### config.mk
export PLATFORM = sky130hd
export DESIGN_NAME = nb_limit_ctl_flat
export DESIGN_NICKNAME = d
export VERILOG_FILES = /design/src/rtl/nb_pkg.sv /design/src/rtl/nb_limit_ctl_if.sv /design/src/rtl/nb_mag.sv /design/src/rtl/nb_limit_ctl.sv /design/src/flat_wrapper.sv
export SDC_FILE = /design/constraint.sdc
export NUM_CORES = 1
export LEC_CHECK = 0
export CORE_MARGIN = 1.5
export CORE_UTILIZATION = 35
export CTS_CLUSTER_SIZE = 12
export DETAILED_ROUTE_END_ITERATION = 7
export DONT_BUFFER_PORTS = 1
export PLACE_DENSITY = 0.51
export SETUP_SLACK_MARGIN = 0.4
export SLEW_MARGIN = 0
export SYNTH_ARGS = -nofsm -noshare
export SYNTH_HDL_FRONTEND = slang
export SYNTH_SLANG_ARGS = --single-unit
### constraint.sdc
create_clock -name clk -period 7.95 [get_ports clk]
set_input_delay 0.3975 -clock clk [delete_from_list [all_inputs] [get_ports clk]]
set_output_delay 0.3975 -clock clk [all_outputs]
set_load 0.01 [all_outputs]
### src/rtl/nb_pkg.sv
// Shared types and constants for the noise-blanker limit controller.
// Includes the candidate-limit helper used at each window end.
package nb_pkg;

    typedef enum logic [1:0] {
        StOff     = 2'd0,
        StAcq     = 2'd1,
        StTrack   = 2'd2,
        StBackoff = 2'd3
    } nb_state_e;

    localparam int unsigned NB_MAG_W     = 8;
    localparam logic [7:0]  NB_LIMIT_MAX = 8'd255;
    localparam int unsigned NB_HIT_W     = 16;

    // (mean * mult) / 4, saturated to 8 bits, then raised to the floor.
    function automatic logic [7:0] nb_candidate(input logic [7:0] mean,
                                                input logic [3:0] mult,
                                                input logic [7:0] flr);
        logic [11:0] prod;
        logic [9:0]  p;
        logic [7:0]  sat;
        prod = {4'b0, mean} * {8'b0, mult};
        p    = prod[11:2];
        sat  = (p > 10'd255) ? 8'hFF : p[7:0];
        return (sat > flr) ? sat : flr;
    endfunction

endpackage

### src/rtl/nb_limit_ctl_if.sv
// Sample stream, configuration and status bundle between the blanker side and
// the adaptive limit controller.
interface nb_limit_ctl_if;
    import nb_pkg::*;

    logic [17:0]          dixy;
    logic                 iv;
    logic                 iq;
    logic                 en;
    logic [3:0]           mult;
    logic [7:0]           floor;
    logic [7:0]           maxhits;
    logic [3:0]           holdoff;
    logic [NB_MAG_W-1:0]  limit;
    logic                 upd;
    logic [1:0]           state;
    logic [NB_MAG_W-1:0]  mean;
    logic [NB_HIT_W-1:0]  hits;

    modport master (
        output dixy, iv, iq, en, mult, floor, maxhits, holdoff,
        input  limit, upd, state, mean, hits
    );

    modport slave (
        input  dixy, iv, iq, en, mult, floor, maxhits, holdoff,
        output limit, upd, state, mean, hits
    );

endinterface

### src/rtl/nb_mag.sv
// One's-complement 8-bit magnitude of an 18-bit sample, registered when ce_i=1.
module nb_mag
    import nb_pkg::*;
(
    input  logic                clk_i,
    input  logic                rst_ni,
    input  logic                ce_i,
    input  logic [17:0]         dixy_i,
    output logic [NB_MAG_W-1:0] mag_o
);

    logic [NB_MAG_W-1:0] mag_d, mag_q;
    logic                unused_lsb;

    assign unused_lsb = ^dixy_i[8:0];

    always_comb begin
        mag_d = mag_q;
        if (ce_i) begin
            mag_d = dixy_i[16:9] ^ {NB_MAG_W{dixy_i[17]}};
        end
    end

    always_ff @(posedge clk_i) begin
        if (!rst_ni) begin
            mag_q <= '0;
        end else begin
            mag_q <= mag_d;
        end
    end

    assign mag_o = mag_q;

endmodule

### src/rtl/nb_limit_ctl.sv
// Adaptive noise-blanker threshold: windowed mean magnitude drives the limit,
// with a hit-count backoff that parks the limit at full scale.
module nb_limit_ctl
    import nb_pkg::*;
#(
    parameter int unsigned WLOG = 10
) (
    input  logic           clk,
    input  logic           rst,
    nb_limit_ctl_if.slave  bus
);

    localparam int unsigned AccW = NB_MAG_W + WLOG;

    logic [NB_MAG_W-1:0] mag1;
    logic                v1_d, v1_q, iq1_d, iq1_q;

    logic [AccW-1:0]     acc_d, acc_q, acc_base;
    logic [WLOG-1:0]     cnt_d, cnt_q;
    logic [NB_HIT_W-1:0] hcnt_d, hcnt_q, hcnt_base;
    logic                aligned_d, aligned_q, wend_d, wend_q;
    logic                active, counted, hit;

    nb_state_e           state_d, state_q;
    logic [7:0]          limit_d, limit_q, mean_d, mean_q, mean_w, cand;
    logic [NB_HIT_W-1:0] hits_d, hits_q;
    logic [3:0]          boff_d, boff_q;
    logic                upd_d, upd_q;

    nb_mag u_mag (
        .clk_i  (clk),
        .rst_ni (rst),
        .ce_i   (bus.iv),
        .dixy_i (bus.dixy),
        .mag_o  (mag1)
    );

    // Stage 1 side-band alongside the magnitude register.
    always_comb begin
        v1_d  = bus.iv;
        iq1_d = bus.iq;
    end

    // Stage 2: accumulate and count; the window restarts the cycle after wend_q.
    always_comb begin
        active    = bus.en && (state_q != StOff);
        counted   = v1_q && (aligned_q || !iq1_q);
        hit       = mag1 > limit_q;
        acc_base  = wend_q ? '0 : acc_q;
        hcnt_base = wend_q ? '0 : hcnt_q;
        acc_d     = acc_base;
        hcnt_d    = hcnt_base;
        cnt_d     = cnt_q;
        aligned_d = aligned_q;
        wend_d    = 1'b0;
        if (!active) begin
            acc_d     = '0;
            hcnt_d    = '0;
            cnt_d     = '0;
            aligned_d = 1'b0;
        end else if (counted) begin
            aligned_d = 1'b1;
            acc_d     = acc_base + AccW'(mag1);
            hcnt_d    = (hit && (hcnt_base != '1)) ? hcnt_base + 16'd1 : hcnt_base;
            cnt_d     = cnt_q + WLOG'(1);
            wend_d    = (cnt_q == '1);
        end
    end

    // Stage 3: window-end decision and FSM.
    always_comb begin
        mean_w  = acc_q[AccW-1 -: NB_MAG_W];
        cand    = nb_candidate(mean_w, bus.mult, bus.floor);
        state_d = state_q;
        limit_d = limit_q;
        mean_d  = mean_q;
        hits_d  = hits_q;
        boff_d  = boff_q;
        upd_d   = 1'b0;
        if (!bus.en) begin
            state_d = StOff;
            limit_d = NB_LIMIT_MAX;
            boff_d  = '0;
        end else if (state_q == StOff) begin
            state_d = StAcq;
        end else if (wend_q) begin
            mean_d = mean_w;
            hits_d = hcnt_q;
            unique case (state_q)
                StAcq: begin
                    limit_d = cand;
                    upd_d   = 1'b1;
                    state_d = StTrack;
                end
                StTrack: begin
                    upd_d = 1'b1;
                    if (hcnt_q > {8'b0, bus.maxhits}) begin
                        limit_d = NB_LIMIT_MAX;
                        boff_d  = bus.holdoff;
                        state_d = StBackoff;
                    end else begin
                        limit_d = cand;
                    end
                end
                StBackoff: begin
                    if (boff_q == 4'd0) begin
                        limit_d = cand;
                        upd_d   = 1'b1;
                        state_d = StTrack;
                    end else begin
                        boff_d = boff_q - 4'd1;
                    end
                end
                default: ;
            endcase
        end
    end

    always_ff @(posedge clk) begin
        if (!rst) begin
            v1_q      <= 1'b0;
            iq1_q     <= 1'b0;
            acc_q     <= '0;
            cnt_q     <= '0;
            hcnt_q    <= '0;
            aligned_q <= 1'b0;
            wend_q    <= 1'b0;
            state_q   <= StOff;
            limit_q   <= NB_LIMIT_MAX;
            mean_q    <= '0;
            hits_q    <= '0;
            boff_q    <= '0;
            upd_q     <= 1'b0;
        end else begin
            v1_q      <= v1_d;
            iq1_q     <= iq1_d;
            acc_q     <= acc_d;
            cnt_q     <= cnt_d;
            hcnt_q    <= hcnt_d;
            aligned_q <= aligned_d;
            wend_q    <= wend_d;
            state_q   <= state_d;
            limit_q   <= limit_d;
            mean_q    <= mean_d;
            hits_q    <= hits_d;
            boff_q    <= boff_d;
            upd_q     <= upd_d;
        end
    end

    assign bus.limit = limit_q;
    assign bus.upd   = upd_q;
    assign bus.state = state_q;
    assign bus.mean  = mean_q;
    assign bus.hits  = hits_q;

endmodule

### src/flat_wrapper.sv
// flat-port wrapper written by rule: the top's interface ports become plain ports
module nb_limit_ctl_flat import nb_pkg::*;
#(
    parameter int unsigned WLOG = 10
)
  (clk, rst, bus_dixy, bus_iv, bus_iq, bus_en, bus_mult, bus_floor, bus_maxhits, bus_holdoff, bus_limit, bus_upd, bus_state, bus_mean, bus_hits);
  nb_limit_ctl_if bus_i ();
  input  logic clk;
  input  logic rst;
  input wire logic [$bits(bus_i.dixy)-1:0] bus_dixy;
  input wire logic [$bits(bus_i.iv)-1:0] bus_iv;
  input wire logic [$bits(bus_i.iq)-1:0] bus_iq;
  input wire logic [$bits(bus_i.en)-1:0] bus_en;
  input wire logic [$bits(bus_i.mult)-1:0] bus_mult;
  input wire logic [$bits(bus_i.floor)-1:0] bus_floor;
  input wire logic [$bits(bus_i.maxhits)-1:0] bus_maxhits;
  input wire logic [$bits(bus_i.holdoff)-1:0] bus_holdoff;
  output wire logic [$bits(bus_i.limit)-1:0] bus_limit;
  output wire logic [$bits(bus_i.upd)-1:0] bus_upd;
  output wire logic [$bits(bus_i.state)-1:0] bus_state;
  output wire logic [$bits(bus_i.mean)-1:0] bus_mean;
  output wire logic [$bits(bus_i.hits)-1:0] bus_hits;
  assign bus_i.dixy = bus_dixy;
  assign bus_i.iv = bus_iv;
  assign bus_i.iq = bus_iq;
  assign bus_i.en = bus_en;
  assign bus_i.mult = bus_mult;
  assign bus_i.floor = bus_floor;
  assign bus_i.maxhits = bus_maxhits;
  assign bus_i.holdoff = bus_holdoff;
  assign bus_limit = bus_i.limit;
  assign bus_upd = bus_i.upd;
  assign bus_state = bus_i.state;
  assign bus_mean = bus_i.mean;
  assign bus_hits = bus_i.hits;
  nb_limit_ctl #(.WLOG(WLOG)) u_core (.clk(clk), .rst(rst), .bus(bus_i));
endmodule
==> impl_metrics.ini <==
[cts]
post_cts_resized = 0
cts_hold_buf = 0
cts.path.max_buffers = 2
numCtsBuffers = 9
post-cts-setup-buffers = 0
tritoncts = built
cts-htree-levels = 3
cts_num_sinks = 95
worst_skew_pair.late_latency_ns = 0.35
clkSlewWorstSetupHoldPaths_ns = 0.07
ctsRootBufferMaster = clkbuf_16

[timing]
fmax_mhz = 179
hold_viol = 0
timing.final.crit_share_pct = 70.2
slew-limit-headroom_pct = 37.4
slew_viol_final = 0
final.setup.tns_ns = 0
setup_slack_ns = 2.37
worst_clock_skew_ns = 0.00889
setup_viol_count_final = 0
final_critical_period_ns = 5.58
grt_setup_unrepaired = false
tightest_slew_ns = 0.939

[power]
cellLeakagePower_nw = 2.78
finalPower_mw = 1.01
pwr_density_cell_nw_per_um2 = 150
peakVddDrop_uv = 104

[die]
die_y_um = 136
floorplan.die.width_um = 136
pin_count = 82
rows = 48
floorplan.core_area_um2 = 17300
floorplan.initialDensity_pct = 35.8
design.die.area_um2 = 18500

[placement]
dp.cells = 965
post-dp-hpwl_um = 11300
buffer_ports.inserted = 0
preCtsSetupSlack_ns = 2.38
place.gp.congestion = 0.825

[critical_path]
r2r_setup_slack_ns = 2.37
end_kind = flop
worst-path-buf-inv = 0
cpLargestDelayFamily = adder cells
critPathMaxFanout = 9
crit_path_start_kind = flop
path_cells = nand2_1 > fa_1 > fa_1 > fa_1 > nand2b_1 > a211oi_1 > mux2_2 > a211oi_4 > nand2_1 > ha_1 > nor2b_1 > o211ai_1 > a21oi_1 > o22ai_1 > nor3b_1 > a221oi_1
arrival_ns = 5.76
critical_path.most_common_cell = fa_1
required_ns = 8.13
critPathKind = flop to flop
timing.reg2reg.worst_path_depth = 16
worst_path_max_delay_cell = nor3b_1
critical_path.reg2reg.startpoint = u_core.acc_q[10]$_SDFF_PN0_
rr_endpoint = u_core.bus.limit[3]$_SDFFE_PN1P_
critical_path.max_stage_delay_ns = 0.75

[synth]
synth_edf_count = 0
synth_ff_type = dfxtp_1
synth_largest_type_area_fraction_pct = 30.7
async_flop_share_pct = 0
synth-seq-cells = 95
synth.most_common_cell = nand2_1
synth_nets = 879
post-synth-top-area-cell = dfxtp_1
yosys_warnings = 0
synth.lib_cells_used.distinct = 62
synthesis.area_per_instance_um2 = 8.09
syn-instance-count = 765
synth.top_cells.by_area = dfxtp_1 31%, ha_1 11%, nand2_1 7.5%
ys_seq_area_share_pct = 30.7
syn_area_um2 = 6190
synth.cells.most_frequent = 123 x nand2_1, 95 x dfxtp_1, 63 x inv_1

[global_routing]
grt_util_all_layers_pct = 16.5
grt_max_degree = 38
first_global_vias = 4943
global_route_wire_length_before_repair_um = 24300
gr-total-overflow = 0
grt_antenna_before_repair = 1

[route]
vias = 5221
route.final.wire_length_um = 14800
avgViaCountPerCell = 5.31
drc_viols = 0
drtIter0Drc = 303
routedWlPerCell_um = 15.0
antenna_violating_nets_post_route = 0
drt_pre_antenna_iters = 5

[worst_hold_path]
whs_endpoint = u_core.iq1_q$_SDFF_PN0_
worst_hold_path_type = primary input to flop
hold_depth = 1
worstHoldStart = bus_iq

[run]
max_cap_violations = 0

[run_status]
status = complete, no violations

[finish]
syn_to_final_growth_pct = 8.51
share_of_the_core_filled_with_cells_pct = 38.8
drive_gt1_share_pct = 3.57
layout.nets = 865
finish.cell_count_without_fillers = 983
layout make-up:
class | count | area (um^2)
diodes | 2 | 5.00
clock buffers | 9 | 225
clock inverters | 7 | 106
fillers | 1798 | 10600
inverters | 63 | 236
multi-input cells | 581 | 3960
flip-flops and latches | 95 | 1900
well taps | 225 | 282
repair buffers | 1 | 7.51
layout by cell type, fill, tap and decap left out, types with 2 or more instances in the layout:
master	count
nand4_1	12
a21o_1	8
nor4_1	4
diode_2	2
inv_1	63
dfxtp_1	95
fa_1	13
or4_1	2
o32ai_1	4
or2_2	2
o21a_1	6
o31ai_1	2
nor2_1	54
a21oi_1	47
nor3_1	6
o211a_1	9
mux2i_1	4
a211oi_1	3
a221oi_1	8
nand4b_1	2
a21boi_0	24
nor2b_1	19
and4_1	2
and3_1	10
ha_1	54
o2111ai_1	3
xnor2_1	18
o211ai_1	25
xor2_1	15
nand3_1	17
nor3b_1	2
bufinv_16	2
or3_1	13
a31oi_1	3
clkbuf_16	9
o21ai_0	18
nand2_1	123
nand2b_1	4
and2_1	22
logic make-up (layout without fill, tap and decap cells):
group	Yosys count	in the layout	synth area share [%]
AND/OR/NAND/NOR	299	299	23.2
AO/OA/AOI/OAI	176	176	19.8
flip-flops	95	95	30.7
buffers and inverters	89	80	5.42
adder cells (fa/ha/maj)	67	67	15.1
XOR/XNOR	33	33	4.67
multiplexers	6	6	1.01
other	0	2	0
worst register-to-register path, stage by stage (launching register included):
cell and delay, ns:
dfxtp_1 0.49, nand2_1 0.13, fa_1 0.53, fa_1 0.55, fa_1 0.47, nand2b_1 0.18
a211oi_1 0.27, mux2_2 0.39, a211oi_4 0.43, nand2_1 0.11, ha_1 0.29, nor2b_1 0.13
o211ai_1 0.15, a21oi_1 0.08, o22ai_1 0.26, nor3b_1 0.75, a221oi_1 0.20
power by group:
part | internal (mW) | total (mW) | switching (mW)
Combinational | 0.0190 | 0.0423 | 0.0234
Clock | 0.280 | 0.481 | 0.201
Sequential | 0.480 | 0.485 | 0.00513
Total | 0.778 | 1.01 | 0.230
through the flow:
stage                     cell area [um^2]  hold slack (ns)
after floorplan                       6190            0.431
after global placement                6380            0.446
after detailed placement              6380            0.459
after CTS                             6710            0.159
after global routing                  6720            0.162
final                                 6720            0.174
registers in the layout (all words and copies together) (netlist names):
| register | flops |
|---|---|
| u_core.bus.limit | 8 |
| u_core.v1_q | 1 |
| u_core.cnt_q | 10 |
| u_core.aligned_q | 1 |
| u_core.boff_q | 4 |
| u_core.hcnt_q | 16 |
| u_core.iq1_q | 1 |
| u_core.u_mag.mag_o | 8 |
| u_core.bus.upd | 1 |
| u_core.acc_q | 18 |
| u_core.wend_q | 1 |
| u_core.bus.hits | 16 |
| u_core.bus.state | 2 |
| u_core.bus.mean | 8 |
worst max-delay path by stage:
stage | endpoint | cells past startpoint | slack [ns] | from
after floorplan | u_core.bus.limit[0]$_SDFFE_PN1P_ | 18 | 3.11 | bus_mult[3]
after global placement | u_core.bus.limit[6]$_SDFFE_PN1P_ | 16 | 2.46 | u_core.acc_q[10]$_SDFF_PN0_
after detailed placement | u_core.bus.limit[3]$_SDFFE_PN1P_ | 16 | 2.38 | u_core.acc_q[10]$_SDFF_PN0_
after CTS | u_core.bus.limit[3]$_SDFFE_PN1P_ | 16 | 2.36 | u_core.acc_q[10]$_SDFF_PN0_
after global routing | u_core.bus.limit[1]$_SDFFE_PN1P_ | 16 | 2.01 | u_core.acc_q[10]$_SDFF_PN0_
final | u_core.bus.limit[3]$_SDFFE_PN1P_ | 16 | 2.37 | u_core.acc_q[10]$_SDFF_PN0_
per-layer routing:
| metal | vias to the layer above | track usage (%) | part of all wire [%] |
|---|---|---|---|
| li1 | 2634 | - | - |
| met1 | 2452 | 21.8 | 49 |
| met2 | 113 | 25.6 | 44 |
| met3 | 22 | 3.43 | 4.9 |
| met4 | 0 | 7.68 | 2.7 |
| met5 | - | 0 | 0 |
Power figures use the tool's default switching activity.
